`src/rtl/battleship_pkg.sv`:
```
// Shared types and constants for the 5x5 battleship game: sequencer states,
// overlay state codes and board cell encodings used by tablero.
package battleship_pkg;

   localparam int unsigned BOARD_N = 5;
   localparam int unsigned CODE_W  = 3;

   localparam logic [1:0] AGUA        = 2'd0;
   localparam logic [1:0] BARCO       = 2'd1;
   localparam logic [1:0] ATACA_BARCO = 2'd2;
   localparam logic [1:0] ATACA_AGUA  = 2'd3;

   localparam logic [CODE_W-1:0] CODE_WIN  = 3'd0;
   localparam logic [CODE_W-1:0] CODE_LOSE = 3'd7;

   // Codes 0..7 match the overlay; WIN/LOSE/RESTART live above the 3-bit range
   typedef enum logic [3:0] {
      ST_IDLE     = 4'd0,
      ST_PLACE    = 4'd1,
      ST_PC_SETUP = 4'd2,
      ST_P_TURN   = 4'd3,
      ST_DEC_P    = 4'd4,
      ST_PC_WAIT  = 4'd5,
      ST_PC_TURN  = 4'd6,
      ST_DEC_C    = 4'd7,
      ST_WIN      = 4'd8,
      ST_LOSE     = 4'd9,
      ST_RESTART  = 4'd10
   } state_e;

   // Overlay code for a state; terminal states are only reported via game_over
   function automatic logic [CODE_W-1:0] state_code(input state_e s, input logic over);
      logic [3:0] raw;
      raw = s;
      if (over) begin
         return (s == ST_LOSE) ? CODE_LOSE : CODE_WIN;
      end
      if (s == ST_RESTART) begin
         return 3'd0;
      end
      return raw[CODE_W-1:0];
   endfunction

endpackage

```
`src/rtl/battleship_game_ctrl_if.sv`:
```
// Phase handshake between the game sequencer (master) and the tablero board (slave).
interface battleship_game_ctrl_if;

   logic       finished_placing;
   logic       finished_setUp;
   logic       player_has_move;
   logic       pc_has_move;
   logic       pc_ships_zero;
   logic       player_ships_zero;

   logic       colocation_ships_State;
   logic       setup_State;
   logic       player_turn_State;
   logic       pc_turn_State;
   logic       decision_State;
   logic       confirm_attack_player_to_pc;
   logic [2:0] player_ship_amount_define;
   logic       board_rst;

   modport master (
      input  finished_placing, finished_setUp, player_has_move, pc_has_move,
             pc_ships_zero, player_ships_zero,
      output colocation_ships_State, setup_State, player_turn_State, pc_turn_State,
             decision_State, confirm_attack_player_to_pc, player_ship_amount_define,
             board_rst
   );

   modport slave (
      output finished_placing, finished_setUp, player_has_move, pc_has_move,
             pc_ships_zero, player_ships_zero,
      input  colocation_ships_State, setup_State, player_turn_State, pc_turn_State,
             decision_State, confirm_attack_player_to_pc, player_ship_amount_define,
             board_rst
   );

endinterface

```
`src/rtl/battleship_game_ctrl_turn_timer.sv`:
```
// Player turn countdown: 1 s prescaler, saturating seconds counter and a
// single expiry strobe per turn, coincident with seconds_left reaching 0.
module turn_timer #(
   parameter int unsigned CLK_HZ       = 50_000_000,
   parameter int unsigned TURN_SECONDS = 15
) (
   input  logic       clk,
   input  logic       rst,
   input  logic       load,
   input  logic       enable,
   output logic [3:0] seconds_left,
   output logic       expire
);

   localparam int unsigned PRESC_W = (CLK_HZ > 1) ? $clog2(CLK_HZ) : 1;

   logic [PRESC_W-1:0] presc_q, presc_d;
   logic [3:0]         sec_q, sec_d;
   logic               fired_q, fired_d;
   logic               expire_q, expire_d;
   logic               tick_c;

   always_comb begin
      presc_d  = presc_q;
      sec_d    = sec_q;
      fired_d  = fired_q;
      expire_d = 1'b0;
      tick_c   = enable && (presc_q == PRESC_W'(CLK_HZ - 1));
      if (load) begin
         presc_d = '0;
         sec_d   = 4'(TURN_SECONDS);
         fired_d = 1'b0;
      end else if (!enable) begin
         // Outside the player turn the counter reads 0
         presc_d = '0;
         sec_d   = 4'd0;
         fired_d = 1'b0;
      end else if (tick_c) begin
         presc_d = '0;
         if (sec_q != 4'd0) begin
            sec_d = sec_q - 4'd1;
         end
         if ((sec_q == 4'd1) && !fired_q) begin
            expire_d = 1'b1;
            fired_d  = 1'b1;
         end
      end else begin
         presc_d = presc_q + PRESC_W'(1);
      end
   end

   always_ff @(posedge clk or negedge rst) begin
      if (!rst) begin
         presc_q  <= '0;
         sec_q    <= 4'd0;
         fired_q  <= 1'b0;
         expire_q <= 1'b0;
      end else begin
         presc_q  <= presc_d;
         sec_q    <= sec_d;
         fired_q  <= fired_d;
         expire_q <= expire_d;
      end
   end

   assign seconds_left = sec_q;
   assign expire       = expire_q;

endmodule

```
`src/rtl/battleship_game_ctrl.sv`:
```
// Top-level game sequencer: walks tablero through placement, setup, player
// and PC turns, merges the player/timeout attack strobe and feeds the overlay.
module battleship_game_ctrl
   import battleship_pkg::*;
#(
   parameter int unsigned CLK_HZ       = 50_000_000,
   parameter int unsigned TURN_SECONDS = 15,
   parameter int unsigned PC_DELAY     = 25_000_000,
   parameter int unsigned MAX_SHIPS    = 5
) (
   input  logic                   clk,
   input  logic                   rst,
   input  logic                   start_btn,
   input  logic                   attack_btn,
   input  logic [2:0]             ship_amount_sw,
   battleship_game_ctrl_if.master bus,
   output logic [CODE_W-1:0]      game_state,
   output logic [3:0]             seconds_left
);

   localparam int unsigned WAIT_W = (PC_DELAY > 1) ? $clog2(PC_DELAY) : 1;

   state_e              state_q, state_d;
   logic                start_prev_q, start_prev_d;
   logic [2:0]          amount_q, amount_d;
   logic [WAIT_W-1:0]   wait_q, wait_d;
   logic                game_over_q, game_over_d;
   logic                coloc_q, coloc_d;
   logic                setup_q, setup_d;
   logic                pturn_q, pturn_d;
   logic                pcturn_q, pcturn_d;
   logic                decision_q, decision_d;
   logic                confirm_q, confirm_d;
   logic                board_rst_q, board_rst_d;
   logic [CODE_W-1:0]   game_state_q, game_state_d;

   logic                start_rise_c;
   logic                amount_ok_c;
   logic                timer_load_c;
   logic                timer_en_c;
   logic                timer_expire;
   logic                unused_pc_move_c;

   // The PC turn is a fixed single cycle, so the board's PC move flag is not needed
   assign unused_pc_move_c = bus.pc_has_move;

   turn_timer #(
      .CLK_HZ       (CLK_HZ),
      .TURN_SECONDS (TURN_SECONDS)
   ) u_turn_timer (
      .clk          (clk),
      .rst          (rst),
      .load         (timer_load_c),
      .enable       (timer_en_c),
      .seconds_left (seconds_left),
      .expire       (timer_expire)
   );

   // Next-state and registered-output decode
   always_comb begin
      state_d      = state_q;
      amount_d     = amount_q;
      wait_d       = '0;
      start_prev_d = start_btn;
      start_rise_c = start_btn && !start_prev_q;
      amount_ok_c  = (ship_amount_sw != 3'd0) && (32'(ship_amount_sw) <= MAX_SHIPS);

      case (state_q)
         ST_IDLE: begin
            if (start_rise_c && amount_ok_c) begin
               state_d  = ST_PLACE;
               amount_d = ship_amount_sw;
            end
         end
         ST_PLACE: begin
            if (bus.finished_placing) state_d = ST_PC_SETUP;
         end
         ST_PC_SETUP: begin
            if (bus.finished_setUp) state_d = ST_P_TURN;
         end
         ST_P_TURN: begin
            if (bus.player_has_move) state_d = ST_DEC_P;
         end
         ST_DEC_P: begin
            state_d = bus.pc_ships_zero ? ST_WIN : ST_PC_WAIT;
         end
         ST_PC_WAIT: begin
            if (wait_q == WAIT_W'(PC_DELAY - 1)) begin
               state_d = ST_PC_TURN;
            end else begin
               wait_d = wait_q + WAIT_W'(1);
            end
         end
         ST_PC_TURN: begin
            state_d = ST_DEC_C;
         end
         ST_DEC_C: begin
            state_d = bus.player_ships_zero ? ST_LOSE : ST_P_TURN;
         end
         ST_WIN, ST_LOSE: begin
            if (game_over_q && start_rise_c) state_d = ST_RESTART;
         end
         ST_RESTART: begin
            state_d = ST_IDLE;
         end
         default: begin
            state_d = ST_IDLE;
         end
      endcase

      timer_load_c = (state_d == ST_P_TURN) && (state_q != ST_P_TURN);
      timer_en_c   = (state_d == ST_P_TURN);

      // Outputs are decoded from the next state so they register alongside it
      coloc_d      = (state_d == ST_PLACE);
      setup_d      = (state_d == ST_PC_SETUP);
      pturn_d      = (state_d == ST_P_TURN);
      pcturn_d     = (state_d == ST_PC_TURN);
      decision_d   = (state_d == ST_DEC_P) || (state_d == ST_DEC_C);
      game_over_d  = (state_d == ST_WIN) || (state_d == ST_LOSE);
      board_rst_d  = (state_d != ST_RESTART);
      game_state_d = state_code(state_d, game_over_d);
      confirm_d    = attack_btn || timer_expire;
   end

   always_ff @(posedge clk or negedge rst) begin
      if (!rst) begin
         state_q      <= ST_IDLE;
         start_prev_q <= 1'b0;
         amount_q     <= 3'd0;
         wait_q       <= '0;
         game_over_q  <= 1'b0;
         coloc_q      <= 1'b0;
         setup_q      <= 1'b0;
         pturn_q      <= 1'b0;
         pcturn_q     <= 1'b0;
         decision_q   <= 1'b0;
         confirm_q    <= 1'b0;
         board_rst_q  <= 1'b0;
         game_state_q <= 3'd0;
      end else begin
         state_q      <= state_d;
         start_prev_q <= start_prev_d;
         amount_q     <= amount_d;
         wait_q       <= wait_d;
         game_over_q  <= game_over_d;
         coloc_q      <= coloc_d;
         setup_q      <= setup_d;
         pturn_q      <= pturn_d;
         pcturn_q     <= pcturn_d;
         decision_q   <= decision_d;
         confirm_q    <= confirm_d;
         board_rst_q  <= board_rst_d;
         game_state_q <= game_state_d;
      end
   end

   assign bus.colocation_ships_State      = coloc_q;
   assign bus.setup_State                 = setup_q;
   assign bus.player_turn_State           = pturn_q;
   assign bus.pc_turn_State               = pcturn_q;
   assign bus.decision_State              = decision_q;
   assign bus.confirm_attack_player_to_pc = confirm_q;
   assign bus.player_ship_amount_define   = amount_q;
   assign bus.board_rst                   = board_rst_q;
   assign game_state                      = game_state_q;

endmodule

```
`src/flat_wrapper.sv`:
```
// flat-port wrapper written by rule: the top's interface ports become plain ports
module battleship_game_ctrl_flat import battleship_pkg::*;
#(
   parameter int unsigned CLK_HZ       = 50_000_000,
   parameter int unsigned TURN_SECONDS = 15,
   parameter int unsigned PC_DELAY     = 25_000_000,
   parameter int unsigned MAX_SHIPS    = 5
)
  (clk, rst, start_btn, attack_btn, ship_amount_sw, game_state, seconds_left, bus_finished_placing, bus_finished_setUp, bus_player_has_move, bus_pc_has_move, bus_pc_ships_zero, bus_player_ships_zero, bus_colocation_ships_State, bus_setup_State, bus_player_turn_State, bus_pc_turn_State, bus_decision_State, bus_confirm_attack_player_to_pc, bus_player_ship_amount_define, bus_board_rst);
  battleship_game_ctrl_if bus_i ();
  input  logic clk;
  input  logic rst;
  input  logic start_btn;
  input  logic attack_btn;
  input  logic [2:0] ship_amount_sw;
  output logic [CODE_W-1:0] game_state;
  output logic [3:0] seconds_left;
  input wire logic [$bits(bus_i.finished_placing)-1:0] bus_finished_placing;
  input wire logic [$bits(bus_i.finished_setUp)-1:0] bus_finished_setUp;
  input wire logic [$bits(bus_i.player_has_move)-1:0] bus_player_has_move;
  input wire logic [$bits(bus_i.pc_has_move)-1:0] bus_pc_has_move;
  input wire logic [$bits(bus_i.pc_ships_zero)-1:0] bus_pc_ships_zero;
  input wire logic [$bits(bus_i.player_ships_zero)-1:0] bus_player_ships_zero;
  output wire logic [$bits(bus_i.colocation_ships_State)-1:0] bus_colocation_ships_State;
  output wire logic [$bits(bus_i.setup_State)-1:0] bus_setup_State;
  output wire logic [$bits(bus_i.player_turn_State)-1:0] bus_player_turn_State;
  output wire logic [$bits(bus_i.pc_turn_State)-1:0] bus_pc_turn_State;
  output wire logic [$bits(bus_i.decision_State)-1:0] bus_decision_State;
  output wire logic [$bits(bus_i.confirm_attack_player_to_pc)-1:0] bus_confirm_attack_player_to_pc;
  output wire logic [$bits(bus_i.player_ship_amount_define)-1:0] bus_player_ship_amount_define;
  output wire logic [$bits(bus_i.board_rst)-1:0] bus_board_rst;
  assign bus_i.finished_placing = bus_finished_placing;
  assign bus_i.finished_setUp = bus_finished_setUp;
  assign bus_i.player_has_move = bus_player_has_move;
  assign bus_i.pc_has_move = bus_pc_has_move;
  assign bus_i.pc_ships_zero = bus_pc_ships_zero;
  assign bus_i.player_ships_zero = bus_player_ships_zero;
  assign bus_colocation_ships_State = bus_i.colocation_ships_State;
  assign bus_setup_State = bus_i.setup_State;
  assign bus_player_turn_State = bus_i.player_turn_State;
  assign bus_pc_turn_State = bus_i.pc_turn_State;
  assign bus_decision_State = bus_i.decision_State;
  assign bus_confirm_attack_player_to_pc = bus_i.confirm_attack_player_to_pc;
  assign bus_player_ship_amount_define = bus_i.player_ship_amount_define;
  assign bus_board_rst = bus_i.board_rst;
  battleship_game_ctrl #(.CLK_HZ(CLK_HZ), .TURN_SECONDS(TURN_SECONDS), .PC_DELAY(PC_DELAY), .MAX_SHIPS(MAX_SHIPS)) u_core (.clk(clk), .rst(rst), .start_btn(start_btn), .attack_btn(attack_btn), .ship_amount_sw(ship_amount_sw), .bus(bus_i), .game_state(game_state), .seconds_left(seconds_left));
endmodule
```
`config.mk`:
```
export PLATFORM = sky130hd
export DESIGN_NAME = battleship_game_ctrl_flat
export DESIGN_NICKNAME = d
export VERILOG_FILES = /design/src/rtl/battleship_pkg.sv /design/src/rtl/battleship_game_ctrl_if.sv /design/src/rtl/battleship_game_ctrl_turn_timer.sv /design/src/rtl/battleship_game_ctrl.sv /design/src/flat_wrapper.sv
export SDC_FILE = /design/constraint.sdc
export NUM_CORES = 1
export LEC_CHECK = 0
export CORE_MARGIN = 2
export CORE_UTILIZATION = 52
export CTS_CLUSTER_DIAMETER = 50
export DETAILED_ROUTE_END_ITERATION = 8
export PLACE_DENSITY = 0.84
export SLEW_MARGIN = 5
export SYNTH_ARGS = -nofsm -noshare
export SYNTH_HDL_FRONTEND = slang
export SYNTH_SLANG_ARGS = --single-unit
```
`constraint.sdc`:
```
create_clock -name clk -period 1.7 [get_ports clk]
set_clock_uncertainty 0.1 [all_clocks]
set_input_delay 0.17 -clock clk [delete_from_list [all_inputs] [get_ports clk]]
set_output_delay 0.17 -clock clk [all_outputs]
set_load 0.02 [all_outputs]
```
**Yosys cells after proc, flatten, opt, wreduce, memory -nomap -nowiden**

Cells that the tools add are included.

- Bits in registers: 76
- Bits in latches: 0
- RAM bits: 0
- Memory bits (read-only): 0
- Input bits: 13
- Output and inout port bits: 17
- Memories kept: 0

- $add $sub $neg: 3
- $mul: 0
- Div/mod/pow operators: 0
- Order comparisons: 1
- Equality and inequality tests: 26
- Shift-type cells: 0
- Muxes and demuxes: 34
- Bitwise operators: 0
- Reduce and logical (&&, ||, !) cells: 19

Operators by type and width:

| operator | count |
|---|---|
| two-way mux 26 bit | 3 |
| two-way mux 25 bit | 2 |
| two-way mux 4 bit | 12 |
| case mux 4 bit (9 select lines) | 1 |
| equality test 4 x 3 -> 1 bit (second input constant) | 7 |
| adder 26 x 1 -> 26 bit (second input constant) | 1 |
| equality test 26 bit (second input constant) | 1 |
| adder 25 x 1 -> 25 bit (second input constant) | 1 |
| equality test 25 bit (second input constant) | 1 |
| equality test 4 bit (second input constant) | 5 |
| equality test 4 x 2 -> 1 bit (second input constant) | 4 |
| two-way mux 3 bit | 5 |
| equality test 4 x 1 -> 1 bit (second input constant) | 3 |
| two-way mux 1 bit | 11 |
| inequality test 3 bit (second input constant) | 3 |
| logical AND 1 bit | 7 |
| AND reduction 2 bit | 3 |
| logical NOT 4 bit | 1 |
| inequality test 4 x 2 -> 1 bit (second input constant) | 1 |
| inequality test 4 bit (second input constant) | 1 |
| nonzero test 4 bit | 1 |
| subtractor 4 x 1 -> 4 bit (second input constant) | 1 |
| <= comparator 3 bit (second input constant) | 1 |
| logical OR 1 bit | 3 |
| other kinds (3) | 4 |

**Logic depth before layout (Yosys ltp)**

Gate-level depths: netlist (run 1).

- Depth after elaboration: 11
- Mapped depth: 8
- Gate-level depth less buffers: 7

**Hierarchy**

From an unflattened synthesis (run 1), not the netlist that was laid out.

- Cells, all modules: 408
- Area total of the unflattened synthesis: 3,962.6 um^2

By module, submodules not included:

| module | times used | cells each | area an instance (um^2) | sequential area each (um^2) |
|---|---|---|---|---|
| battleship_game_ctrl | 1 | 220 | 2,167.1 | 1,076.0 |
| turn_timer | 1 | 188 | 1,795.5 | 800.8 |

**Least setup slack after synthesis (run 1)**

OpenSTA, ideal clock, no wires.

- Kind: reg2reg
- From: register u_core.u_turn_timer.presc_q[0]
- To: register u_core.u_turn_timer.sec_q[2], in the netlist u_core.u_turn_timer.seconds_left[2]
- Library setup time: 0.123 ns
- Arrival time: 1.681 ns
- Path slack: -0.204 ns
- Stages on the path, launching flop included: 9
- Buffers on the path: 1
- Cell sequence: dfrtp_1 -> ha_1 -> and2_1 -> nand4_1 -> or2_1 -> buf_6 -> o21ai_1 -> o21ai_0 -> o2bb2ai_1

- Cells in the longest elaborated chain, start to end: 4

Ends and longest elaborated chain:

| element | RTL line | text |
|---|---|---|
| from (decl) | battleship_game_ctrl_turn_timer.sv:17 | `logic [PRESC_W-1:0] presc_q, presc_d;` |
| from (signal assigned) | battleship_game_ctrl_turn_timer.sv:59 | `presc_q <= presc_d;` |
| equality test 26 bit | battleship_game_ctrl_turn_timer.sv:28 | `tick_c = enable && (presc_q == PRESC_W'(CLK_HZ - 1));` |
| logical AND 1 bit | battleship_game_ctrl_turn_timer.sv:28 |  |
| inequality test 3 bit (no source line) | - |  |
| AND reduction 2 bit (no source line) | - |  |
| to (signal assigned) | battleship_game_ctrl_turn_timer.sv:55 | `sec_q <= 4'd0;` |
| to (signal assigned) | battleship_game_ctrl_turn_timer.sv:60 | `sec_q <= sec_d;` |
| to (decl) | battleship_game_ctrl_turn_timer.sv:18 | `logic [3:0] sec_q, sec_d;` |

No other way between the ends.
A chain may end at the register's enable or synchronous reset.

**Worst setup path after layout (run 1)**

- From: register u_core.wait_q[24]
- To: register u_core.u_turn_timer.sec_q[2], in the netlist u_core.u_turn_timer.seconds_left[2]

- Cells in the longest elaborated chain, start to end: 7
- Elaborated cells between the ends (all ways): 11
- Classes of those cells: 4 x eq/ne; 4 x mux; 3 x reduce/logical

Ends and longest elaborated chain:

| element | RTL line | text |
|---|---|---|
| from (decl) | battleship_game_ctrl.sv:26 | `logic [WAIT_W-1:0] wait_q, wait_d;` |
| from (signal assigned) | battleship_game_ctrl.sv:145 | `wait_q <= wait_d;` |
| equality test 25 bit (*) | battleship_game_ctrl.sv:88 | `if (wait_q == WAIT_W'(PC_DELAY - 1)) begin` |
| two-way mux 4 bit (*) | battleship_game_ctrl.sv:88 |  |
| case mux 4 bit (9 select lines) (*) | battleship_game_ctrl.sv:68 | `case (state_q)` |
| equality test 4 x 2 -> 1 bit (*) | battleship_game_ctrl.sv:111, battleship_game_ctrl.sv:112 |  |
| logical AND 1 bit (on tied branches) | battleship_game_ctrl.sv:111, battleship_game_ctrl_turn_timer.sv:28 |  |
| inequality test 3 bit (no source line) | - |  |
| AND reduction 2 bit (no source line) | - |  |

Every way passes the cells marked *; elsewhere a longest branch is shown, timed or not.

==> results.md, run 1 <==
- Max Root-Sink Buffers: 2
- Adder-cell share of the synthesized area: 0.0133
- Max-cap violations: 0
- Sequential area share after synthesis: 0.504
- Compound-Gate Fraction of Synth Area: 0.0690
- DR WL/cell: 28.1 um
- H-tree lvl count: 3
- Largest family of logic cells by synthesized area: simple AND/OR/NAND/NOR gates
- Post-synth EDFFs: 0
- Total core area: 7140 sq um
- Worst slew margin: 0.652
- # DRC: 0
- Max stage delay cell, worst path: dfrtp_1
- Avg Inst Size Synth: 10.0 sq um
- Min cycle time layout: 2400 ps
- Period utilization: 1.41
- Total power: 5620 uW
- LEAKAGE: 0.00266 uW
- Largest net degree at the start of global routing: 59
- First-pass GRT wire length: 19.2 mm
- Crit-path max cell delay: 440 ps
- Final Hold Vio Count: 0
- Run status: complete, but fails checks
- Final slew viol count: 0
- Peak supply drop: 896 uV
- Power per Cell Area: 900 nW/um^2
- Multi-input gate area: 2510 sq um
- Crit Path Max Fanout: 5
- Hold WC Path Type: primary input to asynchronous set/reset pin
- Arrival time at the worst endpoint: 2580 ps
- Syn nets: 393
- Nets: 559
- Mux contribution to synthesized area: 0.00896
- Die width: 89.2 um
- Gr ovfl total: 0
- Synth unique cells: 58
- Required time of the critical path: 1880 ps
- Mapped Cells: 376
- Crit path capture type: register
- Die area: 7950 sq um
- Sequential cell area: 1900 sq um
- Clock Latency Late Sink: 380 ps
- Starting density of the core: 0.529
- Root Buffer: clkbuf_8
- CTS clock-pin slew for the worst setup and hold paths: 100 ps
- CTS tree: built
- Final GP Congestion: 0.856
- Pre-CTS WS: -343 ps
- Total routed wirelength: 18.1 mm
- Share of post-route cells with drive strength above 1: 0.525
- Row count: 31
- Initial DRC count: 611
- Vias/cell: 6.74
- Area share of the largest cell type after synthesis: 0.504
- PortBufs: 28
- Initial antenna violation count: 1
- Clock sinks: 76
- Hpwl dp: 6.47 mm
- Worst path cell trace: nor4bb_1 -> nand4_1 -> buf_6 -> nor4_4 -> o211ai_2 -> nand2b_4 -> o2bb2ai_1
- Most frequent cell after synthesis: dfrtp_1
- Largest cells by area after synthesis: dfrtp_1 50%, nor2_1 6.3%, xor2_1 6.0%
- TritonCTS buffer count: 9
- Measured slew at the worst slew-check pin: 519 ps
- Simple-Gate Fraction of Synth Area: 0.266
- Violated checks: setup timing
- Async set-reset flop share out of synthesis: 1.00
- Post-route antenna net violation count: 0
- Fin worst setup slack: -702 ps
- Layout area overhead: 65.5%
- Post-synth top cells: 76 x dfrtp_1, 63 x nor2_1, 26 x xor2_1
- GRT Total Usage: 0.326
- Antenna diodes: 0
- RSZ-0062 raised after global routing: true
- Yosys top cell by area: dfrtp_1
- Synthesized cell area: 3770 sq um
- YS warnings: 0
- Vias in the first global route: 3,837
- Most common flop cell mapped by yosys: dfrtp_1
- I/O pin count: 30
- Via count: 4,356
- Achievable Freq: 416 MHz
- Die outline height: 89.2 um
- Reg2reg setup slack: -700 ps
- Post-synthesis register bit count: 76
- DR pass1 iterations: 6
- Startpoint types: register
- Setup violators final: 71
- Setup Crit Path Kind: register to register
- Fillers: 252
- Synth Area in XOR/XNOR: 0.102
[power by group]
part	total, uW	switching (uW)	internal, uW
combinational	2080	1190	894
sequential	2080	118	1960
clock	1460	787	674
[stage by stage]
stage | hold WS (ps) | TNS [ps] | area (sq um) | util | instances
floorplan | -226 | -2090 | 3830 | - | 376
global placement | -42.1 | -6440 | 4840 | 0.679 | 583
detailed placement | -34.2 | -8730 | 4840 | 0.679 | 583
CTS | 134 | -2340 | 5480 | 0.767 | 616
global route | 158 | -23160 | 6240 | 0.875 | 646
finish | 162 | -23100 | 6240 | 0.875 | 646
[critical path: cells and delay by family, from the launching register on]
family                 cells  cell delay (ps)
and+or+nand+nor            4             1110
AOI/OAI and AO/OA          2              470
DFF                        1              440
buffers and inverters      1              190
[worst paths after layout]
check | to | cells past startpoint | startpoint
hold reg to reg | u_core.u_turn_timer.expire | 1 | u_core.u_turn_timer.fired_q
setup / recovery | u_core.u_turn_timer.seconds_left[2] | 7 | u_core.wait_q[24]
min in group clk | u_core.start_prev_q | 1 | start_btn
max in group asynchronous | u_core.wait_q[0] | 3 | rst
hold / removal | u_core.u_turn_timer.presc_q[3] | 2 | rst
setup reg to reg | u_core.u_turn_timer.seconds_left[2] | 7 | u_core.wait_q[24]
[cell families after synthesis]
| kind of cell | count (synthesis) |
|---|---|
| buffers and inverters | 28 |
| and+or+nand+nor | 184 |
| DFF | 76 |
| xor gates and xnor gates | 44 |
| muxes | 3 |
| AOI/OAI and AO/OA | 37 |
| adders and majority gates | 4 |
[registers in the layout (all words and copies together), names as in the netlist, 3 cells and up]
name and flops:
u_core.game_state 3, u_core.bus.player_ship_amount_define 3, u_core.wait_q 25, u_core.state_q 4, u_core.u_turn_timer.presc_q 26, u_core.u_turn_timer.seconds_left 4
[cells in the final DEF, fill, tap and decap left out, types with 14 or more instances in the layout]
cell type / instances
buf_4: 102
buf_6: 24
clkdlybuf4s50_1: 23
dfrtp_1: 75
inv_1: 15
nand2_1: 14
nand3_1: 15
nor2_1: 18
nor2_2: 18
nor2_4: 28
xor2_1: 19
[cell type report]
type	instances	share of cell area
Sequential cell	76	0.305
Timing Repair Buffer	163	0.234
Clock inverter	5	0.00842
Inverter	17	0.0102
Multi-Input combinational cell	275	0.402
Tap cell	99	0.0198
Clock buffer	11	0.0210
[what timing repair did]
item,4_1_cts,5_1_grt
buffers inserted,15,33
hold buffers,1,0
gates resized for setup,76,125
endpoints found under the hold margin,76,0
setup endpoints to repair,67,70
pin swaps,44,58
cloned,2,4
[routing by layer]
layer  global-route usage  vias up  wire length, um
met4                0.202        2             1650
li1                     -     1621                -
met3               0.0563      197             2400
met2                0.557      497             8030
met1                0.382     2039             6030
met5                    0        -               15
Note: power is estimated with default switching activity, not from simulation.
==> run 2, diff against run 1 <==
--- a/config.mk
+++ b/config.mk
@@ -6,10 +6,10 @@
 export NUM_CORES = 1
 export LEC_CHECK = 0
 export CORE_MARGIN = 2
-export CORE_UTILIZATION = 52
-export CTS_CLUSTER_DIAMETER = 50
+export CORE_UTILIZATION = 25
+export CTS_CLUSTER_DIAMETER = 120
 export DETAILED_ROUTE_END_ITERATION = 8
-export PLACE_DENSITY = 0.84
+export PLACE_DENSITY = 0.51
 export SLEW_MARGIN = 5
 export SYNTH_ARGS = -nofsm -noshare
 export SYNTH_HDL_FRONTEND = slang
==> run 2 against run 1 <==
  * The run still ends with setup timing left
  * Combinational power decreased by 19%
  * First-iteration DRC count down 80%
  * Clock power grew 40%
  * Final area shrank 1.7%
  * Critical endpoint unchanged
  * Largest power group unchanged
==> results.md, run 2 (same netlist as run 1, synthesis figures left out) <==
- R2R cell count: 7
- Run status: complete, but fails checks
- Hold WC Path Type: primary input to asynchronous set/reset pin
- Initial DRC count: 122
- Total routed wirelength: 10.0 mm
- LEAKAGE: 0.00259 uW
- Die area: 16,100 sq um
- Pre-CTS WS: -338 ps
- Fin worst setup slack: -202 ps
- Gr ovfl total: 0
- H-tree lvl count: 3
- I/O pin count: 30
- Vias in the first global route: 3,405
- Period utilization: 1.12
- CTS tree: built
- Most frequent cells in the layout: 111 x buf_4, 74 x dfrtp_1, 32 x nor2_1
- Reg2reg setup slack: -200 ps
- Setup violators final: 58
- Max-cap violations: 0
- Antenna diodes: 0
- Measured slew at the worst slew-check pin: 459 ps
- Post-layout util: 0.419
- Sequential cell area: 1900 sq um
- Sequential share of power: 0.355
- Worst r2r src: u_core.wait_q[15]
- Initial antenna violation count: 0
- Multi-input gate area: 2290 sq um
- DR WL/cell: 13.9 um
- Nets: 550
- Final GP Congestion: 0.751
- Biggest regs: u_core.u_turn_timer.presc_q: 26 flops, u_core.wait_q: 25 flops
- Largest net degree at the start of global routing: 31
- Vias/cell: 4.56
- Arrival time at the worst endpoint: 2020 ps
- Clock sinks: 76
- Crit Path Max Fanout: 3
- Total core area: 14,600 sq um
- # DRC: 0
- Violated checks: setup timing
- Required time of the critical path: 1820 ps
- Row count: 44
- Achievable Freq: 526 MHz
- Flip-flop count of the largest register after layout: 26
- Final slew viol count: 0
- Root Buffer: clkbuf_16
- Setup Crit Path Kind: register to register
- Max Root-Sink Buffers: 2
- Power per Cell Area: 941 nW/um^2
- Hpwl dp: 6.36 mm
- DP Area: 5040 sq um
- Switching share of power: 0.294
- Post-route antenna net violation count: 0
- CTS clock-pin slew for the worst setup and hold paths: 60 ps
- Share of post-route cells with drive strength above 1: 0.453
- Reg-to-Reg End: u_core.u_turn_timer.seconds_left[2]
- Clock Latency Late Sink: 340 ps
- Via count: 3,290
- GRT Total Usage: 0.120
- Final Cell Area: 6140 sq um
- Total power: 5770 uW
- RSZ-0062 raised after global routing: true
- Int Power: 4070 uW
- Min cycle time layout: 1900 ps
- Combinational share of power: 0.291
- TritonCTS buffer count: 9
- Fillers: 1,421
- First-pass GRT wire length: 15.8 mm
- PortBufs: 28
- Clk pwr share: 0.353
- Psw: 1700 uW
- DP Cell Count: 678
- Final Non-Filler Cells: 721
- Worst slew margin: 0.692
- Die outline height: 127 um
- Crit path capture type: register
- Final Hold Vio Count: 0
- Peak supply drop: 866 uV
- Die width: 127 um
- Startpoint types: register
- Worst setup path startpoint: u_core.wait_q[15]
- Starting density of the core: 0.258
- Commonest non-fill, non-tap cell in the layout: buf_4
- Layout area overhead: 62.7%
- DR pass1 iterations: 4
- Register name with the most flops: u_core.u_turn_timer.presc_q
run 2: cell count changes in the layout (fill, tap and decap cells not counted), moves of 4 or more:
| cell | delta |
|---|---|
| xor2_1 | +4 |
| a21oi_1 | +4 |
| a21oi_2 | -4 |
| clkbuf_16 | +9 |
| xor2_2 | -4 |
| nor2_2 | -11 |
| nor2_1 | +14 |
| buf_4 | +9 |
| clkbuf_8 | -9 |
| buf_6 | -17 |
run 2: power by group through the flow:
stage	Sequential [uW]	Combinational (uW)	Clock, uW
CTS	2050	1530	2090
detailed placement	2080	1410	0
global placement	2080	1410	0
global route	2070	1830	2170
floorplan	2200	612	0
finish	2050	1680	2040
run 2: metrics by stage:
stage,TNS (ps),hold slack (ps)
floorplan,-2090,-226
global placement,-10370,-23.9
detailed placement,-11570,-20.7
CTS,-4330,170
global route,-10480,173
finish,-4800,165
run 2: how the worst max path moves through the flow:
stage / endpoint / cells after the start / slack (ps)
floorplan: u_core.u_turn_timer.seconds_left[3] / 6 / -110
global placement: u_core.u_turn_timer.seconds_left[2] / 7 / -290
detailed placement: u_core.u_turn_timer.seconds_left[3] / 7 / -340
CTS: u_core.u_turn_timer.seconds_left[2] / 7 / -210
global route: u_core.u_turn_timer.seconds_left[2] / 7 / -290
finish: u_core.u_turn_timer.seconds_left[2] / 7 / -200
run 2: critical path, cell delays in order (launching register included):
cell and delay, ps:
dfrtp_1 390, nor4bb_2 310, nand4_1 180, buf_6 170
o31a_4 290, o21ai_2 130, o21ai_1 90, o2bb2ai_1 120
run 2: cell type report:
class / count / share of cell area
multi-input combinational: 275 / 0.373
sequential: 76 / 0.310
timing repair buffer: 154 / 0.218
tap: 184 / 0.0375
clock buffer: 9 / 0.0367
clock inverter: 6 / 0.0145
inverter: 17 / 0.0104
run 2: layer usage:
| metal | vias to the layer above | wire length [um] | global-route usage |
|---|---|---|---|
| li1 | 1612 | - | - |
| met4 | 0 | 74 | 0.0265 |
| met1 | 1637 | 4460 | 0.155 |
| met5 | - | 0 | 0 |
| met3 | 6 | 285 | 0.0333 |
| met2 | 35 | 5190 | 0.202 |
run 2: repair_timing:
action | CTS | global route
gates cloned | 2 | 4
pin swaps | 29 | 38
endpoints found under the hold margin | 76 | 0
setup endpoints to repair | 67 | 64
gates resized for setup | 41 | 85
hold buffers | 1 | 0
buffers inserted | 15 | 7
